### config.mk
export PLATFORM = sky130hd
export DESIGN_NAME = cic_decim_sched
export DESIGN_NICKNAME = d
export VERILOG_FILES = /design/src/rtl/cic_decim_sched.sv
export SDC_FILE = /design/constraint.sdc
export NUM_CORES = 1
export LEC_CHECK = 0
export ABC_AREA = 1
export CORE_MARGIN = 2
export CORE_UTILIZATION = 55
export DETAILED_ROUTE_END_ITERATION = 6
export PLACE_DENSITY = 0.93
export SLEW_MARGIN = 20
export SYNTH_ARGS = -nofsm -noshare
export SYNTH_HDL_FRONTEND = slang
export SYNTH_SLANG_ARGS = --single-unit
### constraint.sdc
create_clock -name clk -period 3.3 [get_ports clk]
set_clock_uncertainty 0.15 [all_clocks]
set_input_delay 0.495 -clock clk [delete_from_list [all_inputs] [get_ports clk]]
set_output_delay 0.495 -clock clk [all_outputs]
set_load 0.03 [all_outputs]
### src/rtl/cic_decim_sched.sv
// -----------------------------------------------------------------------------
// cic_decim_sched
//
// Rate scheduler for a single CIC decimator (N integrators, N combs of delay M).
// Converts a sparse input-sample strobe into the filter's input-rate (fil_eni)
// and output-rate (fil_eno) clock enables for a runtime-programmable ratio.
// A ratio change resets and flushes the filter; the first N*M+1 decimated
// outputs after a flush are treated as warm-up and never flagged valid.
//
// Ports
//   clk        system clock
//   rst        synchronous reset, active high
//   in_valid   one-cycle strobe: new sample present on the CIC input
//   cfg_r      requested decimation ratio, sampled when cfg_wr=1
//   cfg_wr     one-cycle request to load cfg_r (ignored while cfg_busy)
//   cfg_busy   high while the filter is being flushed
//   cur_r      ratio currently in force
//   phase      input samples accepted in the current output period
//   fil_rst    synchronous reset to the CIC
//   fil_eni    CIC input-rate enable
//   fil_eno    CIC output-rate enable
//   out_valid  CIC output register holds a valid decimated sample
//   drop_cnt   input strobes discarded during flush (saturating)
// -----------------------------------------------------------------------------
module cic_decim_sched #(
   parameter  int RMAX      = 64,
   parameter  int R_DEF     = 4,
   parameter  int N         = 2,
   parameter  int M         = 1,
   parameter  int FLUSH_CYC = 4,
   localparam int RW        = $clog2(RMAX + 1)
) (
   input  logic          clk,
   input  logic          rst,
   input  logic          in_valid,
   input  logic [RW-1:0] cfg_r,
   input  logic          cfg_wr,
   output logic          cfg_busy,
   output logic [RW-1:0] cur_r,
   output logic [RW-1:0] phase,
   output logic          fil_rst,
   output logic          fil_eni,
   output logic          fil_eno,
   output logic          out_valid,
   output logic [15:0]   drop_cnt
);

   localparam int WARM = N * M + 1;
   localparam int WW   = $clog2(WARM + 1);
   localparam int FW   = (FLUSH_CYC > 1) ? $clog2(FLUSH_CYC) : 1;

   typedef enum logic [1:0] {
      S_FLUSH  = 2'd0,
      S_WARMUP = 2'd1,
      S_RUN    = 2'd2
   } state_t;

   state_t        state, state_nxt;
   logic [FW-1:0] flush_cnt;
   logic [WW-1:0] warm_cnt;
   logic          cfg_acc;
   logic          last_phase;

   function automatic logic [RW-1:0] clamp_r(input logic [RW-1:0] r);
      if (r < RW'(2))
         return RW'(2);
      else if (r > RW'(RMAX))
         return RW'(RMAX);
      else
         return r;
   endfunction

   function automatic logic [15:0] sat_inc16(input logic [15:0] v);
      return (v == 16'hFFFF) ? v : v + 16'd1;
   endfunction

   assign last_phase = (phase == cur_r - RW'(1));

   // Enables are combinational so the CIC sees them in the same cycle as the
   // strobe. A configuration accept always wins over a coincident sample.
   always_comb begin
      state_nxt = state;
      cfg_busy  = rst;
      fil_rst   = rst;
      cfg_acc   = 1'b0;
      fil_eni   = 1'b0;
      fil_eno   = 1'b0;
      case (state)
         S_FLUSH: begin
            cfg_busy = 1'b1;
            fil_rst  = 1'b1;
            if (flush_cnt == FW'(FLUSH_CYC - 1))
               state_nxt = S_WARMUP;
         end
         S_WARMUP, S_RUN: begin
            cfg_acc = cfg_wr & ~rst;
            fil_eni = in_valid & ~cfg_acc & ~rst;
            fil_eno = fil_eni & last_phase;
            if (cfg_acc)
               state_nxt = S_FLUSH;
            else if (state == S_WARMUP && fil_eno && warm_cnt == WW'(WARM - 1))
               state_nxt = S_RUN;
         end
         default: state_nxt = S_FLUSH;
      endcase
   end

   always_ff @(posedge clk) begin
      if (rst)
         state <= S_FLUSH;
      else
         state <= state_nxt;
   end

   // Counters, ratio register and the registered output-valid flag
   always_ff @(posedge clk) begin
      if (rst) begin
         flush_cnt <= '0;
         warm_cnt  <= '0;
         cur_r     <= RW'(R_DEF);
         phase     <= '0;
         drop_cnt  <= '0;
         out_valid <= 1'b0;
      end else begin
         // The CIC output register updates on the eno edge, so valid lags by one.
         out_valid <= fil_eno & (state == S_RUN);
         if (state == S_FLUSH) begin
            if (in_valid)
               drop_cnt <= sat_inc16(drop_cnt);
            if (flush_cnt == FW'(FLUSH_CYC - 1)) begin
               flush_cnt <= '0;
               phase     <= '0;
               warm_cnt  <= '0;
            end else begin
               flush_cnt <= flush_cnt + FW'(1);
            end
         end else if (cfg_acc) begin
            cur_r     <= clamp_r(cfg_r);
            flush_cnt <= '0;
         end else if (fil_eni) begin
            phase <= last_phase ? '0 : phase + RW'(1);
            if (state == S_WARMUP && fil_eno)
               warm_cnt <= warm_cnt + WW'(1);
         end
      end
   end

endmodule

# Yosys cells after proc, flatten, opt, wreduce, memory -nomap -nowiden
# Cells that the tools add are included.
[word_totals]
inputBits = 11
reg_bits = 37
out_inout_bits = 35
wordCells = 68
[op_classes]
bitwise = 9
n_mux = 23
reduce_logical = 13
order_cmp = 2
add_sub_neg = 5
eq_ne = 9
[ops]
columns = ["cell", "count"]
rows = [
  ["7-bit two-way mux", 7],
  ["2-bit two-way mux", 11],
  ["16-bit by 1-bit adder with 16-bit output (second input constant)", 1],
  ["16-bit equality test (second input constant)", 1],
  ["7-bit by 1-bit adder with 7-bit output (second input constant)", 1],
  ["7-bit equality test", 1],
  ["7-bit greater-than comparator (second input constant)", 1],
  ["7-bit by 2-bit < comparator with 1-bit output (second input constant)", 1],
  ["7-bit by 1-bit subtractor with 7-bit output (second input constant)", 1],
  ["2-bit equality test (second input constant)", 3],
  ["3-bit AND reduction", 2],
  ["2-bit nonzero test", 3],
  ["1-bit bitwise AND", 5],
  ["2-bit by 1-bit adder with 2-bit output (second input constant)", 2],
  ["1-bit two-way mux", 4],
  ["2-bit by 1-bit inequality test with 1-bit output (second input constant)", 2],
  ["1-bit inverter", 4],
  ["2-bit case mux with 2 select lines", 1],
  ["2-bit AND reduction", 2],
  ["4-bit AND reduction", 1],
  ["1-bit logical AND", 3],
  ["3-bit inequality test (second input constant)", 1],
  ["2-bit by 1-bit equality test with 1-bit output (second input constant)", 1],
  ["2-bit logical NOT", 1],
  ["2-bit OR reduction", 1],
]

# Longest topological paths before layout
[depth]
word_depth = 12
mapped_depth = 14
ltp_nobuf = 14

# Least setup slack after synthesis
# OpenSTA, ideal clock, no wires.
[synth_timing]
kind = "register to output"
from = "reg cur_r[0]"
to = "out fil_eno"
t_required_ns = 2.655
path_stages_with_launch = 12
n_path_buf = 0
slack_ns = 0.909
t_arrival_ns = 1.746
cell_sequence = "dfxtp_1 > inv_1 > ha_1 > inv_1 > nand2_1 > nand2_1 > nand2_1 > nor2_1 > nand3_1 > nor2_2 > nand2_1 > inv_1"
[synth_via]
elab_chain_len = 4
[synth_lines]
columns = ["element", "line_no", "rtl"]
rows = [
  ["start, declared", "39", "output logic [RW-1:0] cur_r,"],
  ["start signal, assigned", "120", "cur_r <= RW'(R_DEF);"],
  ["start signal, assigned", "138", "cur_r <= clamp_r(cfg_r);"],
  ["7-bit by 1-bit subtractor with 7-bit output", "77", "assign last_phase = (phase == cur_r - RW'(1));"],
  ["7-bit equality test", "77", ""],
  ["1-bit bitwise AND", "98", "fil_eno = fil_eni & last_phase;"],
  ["1-bit two-way mux", "88", "case (state)"],
  ["end, declared", "43", "output logic fil_eno,"],
]
# No other way between the ends.

# Worst setup path in the final report
# Ends and elaborated chain as after synthesis.

==> flow_summary.json <==
{
  "status": "completed",
  "ys_ff_latch": 37,
  "syn_avg_cell_area_um2": 6.75,
  "area_growth_pct": 27.0,
  "finalCriticalPeriod_ns": 2.70,
  "die_area_mm2": 0.00446,
  "swShare_pct": 34.7,
  "pre_cts_slack_ns": 0.627,
  "worstMarginPinSlew_ns": 0.370,
  "cts_resized": 0,
  "endpoint": "fil_eno",
  "vias": 2200,
  "synth_edf_count": 0,
  "synth_top_area_share_pct": 34.2,
  "regToRegSetupSlack_ns": 1.16,
  "finalNetCount": 389,
  "r2r_start": "cur_r[0]",
  "cts_root_buffer": "clkbuf_8",
  "drc": 0,
  "p_clk_share_pct": 28.6,
  "clkTransAtPathRegs_ns": 0.07,
  "drtAntennaViolNets": 0,
  "firstDrtPassIters": 4,
  "ios": 46,
  "cts_buffers": 5,
  "combPwrFrac_pct": 29.4,
  "start_kind": "flop",
  "post_cts_buffers": 0,
  "layout.cells.non_filler": 418,
  "intPower_uw": 802,
  "track_usage_pct": 25.5,
  "grt_pass1_vias": 2081,
  "p_seq_share_pct": 42.0,
  "path_class": "reg -> out",
  "placedCellCount": 410,
  "place.gp.congestion": 0.972,
  "yosysWarnings": 0,
  "startpoint": "cur_r[0]",
  "p_leak_nw": 1.16,
  "async_reset_ff_share_pct": 0,
  "synth.distinct_cells": 38,
  "synth_area_leaders": "dfxtp_1 (34%), nand2_1 (14%), nor2_1 (7.6%)",
  "cts_tree": "yes",
  "port_buffers": 45,
  "hpwl_mm": 3.81,
  "hold_buffers": 0,
  "fin_area_mm2": 0.00275,
  "placed_cell_area_mm2": 0.00265,
  "slew_headroom_pct": 75.1,
  "fillCellCount": 298,
  "reg2reg_to": "phase[5]",
  "final_common_cell": "nand2_1",
  "route.detailed.vias_per_inst": 5.26,
  "cp-end-kind": "output port",
  "setup_violations": 0,
  "fmax_mhz": 371,
  "post_drt_wl_per_cell_um": 12.1,
  "drv_cap": 0,
  "clockBufferDepth": 2,
  "synth_area_mm2": 0.00217,
  "vdd_drop_max_mv": 0.342,
  "hold_slack_ns": 0.335,
  "min_period_over_period_pct": 81.7,
  "rows": 22,
  "rsz0062_at_grt": "no",
  "core_area_mm2": 0.00372,
  "final_cell_mix": "nand2_1 (81), nor2_1 (44), clkdlybuf4s50_1 (44), inv_1 (40), dfxtp_1 (37)",
  "grt-ovfl-total": 0,
  "reg2regPathDepth": 12,
  "chipHeight_um": 66.8,
  "drt_first_iter_violations": 150,
  "start_util_pct": 58.4,
  "power_density_mw_per_mm2": 446,
  "required_ns": 2.65,
  "hold_viol_final": 0,
  "mappedNetlistNets": 341,
  "grt_first_pass_wirelength_mm": 8.84,
  "wl_mm": 5.06,
  "drv_slew": 0,
  "crit_arrival_ns": 2.05,
  "ys.flop_type": "dfxtp_1",
  "antenna_found_initial": 0,
  "grt_max_degree": 18,
  "clkSinkCount": 37,
  "tns_ns": 0,
  "diodes": 0,
  "syn_inst": 321,
  "htree_levels": 2,
  "p_switching_uw": 426,
  "critPathMaxFanout": 4,
  "clock_latency_ns": 0.29,
  "die_w_um": 66.8,
  "worstHoldPathType": "reg -> reg",
  "setup_slack_ns": 0.603,
  "synth.largest_area_cell": "dfxtp_1",
  "drive_gt1_share_pct": 8.92,
  "ys_seq_area_share_pct": 34.2
}
[sequential cells by signal, indices dropped and copies added, names as in the netlist]
signal	flops
cur_r	7
drop_cnt	16
flush_cnt	2
out_valid	1
phase	7
state	2
warm_cnt	2
[power groups by stage]
stage	Sequential (mW)	Combinational (mW)	Clock [mW]
6_report	0.516	0.361	0.351
5_1_grt	0.521	0.410	0.376
4_1_cts	0.516	0.361	0.353
3_5_place_dp	0.526	0.357	0
3_3_place_gp	0.524	0.345	0
2_1_floorplan	0.546	0.239	0
[how the worst min path moves through the flow]
stage | startpoint | to | slack, ns | cells after the start
finish | drop_cnt[11] | drop_cnt[11] | 0.33 | 2
global route | flush_cnt[0] | flush_cnt[0] | 0.38 | 1
CTS | drop_cnt[11] | drop_cnt[11] | 0.34 | 2
detailed placement | warm_cnt[0] | warm_cnt[0] | 0.33 | 2
global placement | flush_cnt[0] | flush_cnt[0] | 0.30 | 1
floorplan | flush_cnt[0] | flush_cnt[0] | 0.28 | 1
[critical path, cell delays in order (launching register included)]
cell,delay (ns)
dfxtp_1,0.41
inv_1,0.13
ha_1,0.33
inv_1,0.06
nand2_1,0.04
nand2_1,0.06
nand2_1,0.05
nor2_1,0.10
nand3_1,0.10
nor2_2,0.18
nand2_1,0.10
inv_1,0.06
buf_4,0.15
[metrics by stage]
stage	power, mW	util (%)
floorplan	0.785	-
global placement	0.869	71.4
detailed placement	0.883	71.4
CTS	1.23	74.1
global route	1.31	74.1
finish	1.23	74.1
[cell families (layout without fill, tap and decap cells)]
kind of cell / Yosys count / after routing / synth area share (%)
and+or+nand+nor: 175 / 175 / 37.0
buffers and inverters: 50 / 99 / 9.40
AOI/OAI and AO/OA: 41 / 41 / 10.6
DFF: 37 / 37 / 34.2
adders and majority gates: 9 / 9 / 5.19
xor gates and xnor gates: 9 / 9 / 3.64
[layout make-up]
class / instances / area [um2] / area share, %
Clock inverter: 1 / 5.00 / 0.182
Multi-Input combinational cell: 234 / 1220 / 44.4
Inverter: 44 / 165 / 6.00
Clock buffer: 7 / 96.3 / 3.50
Sequential cell: 37 / 741 / 26.9
Timing Repair Buffer: 47 / 463 / 16.8
Tap cell: 48 / 60.1 / 2.18
[cell usage after synthesis (2+ instances only)]
cell type / count
nor2_1: 44
nor4_1: 2
nand3_1: 21
nand3_2: 3
ha_1: 9
inv_1: 40
inv_2: 4
nor3_1: 6
o21ai_1: 3
nand4_1: 3
nor2_2: 4
a21oi_1: 21
xor2_1: 7
clkbuf_1: 2
nand2_1: 81
nand2_2: 3
buf_4: 2
a22oi_1: 2
dfxtp_1: 37
xnor2_1: 2
o21ai_0: 8
[layer usage]
layer  wire (um)  track usage (%)  up-vias
met1        2340             32.1     1013
met4          78             7.40        0
met2        2380             43.8       59
met3         254             5.24       10
li1            -                -     1118
met5           0                0        -
No activity file was read; power rests on OpenSTA's default activity.
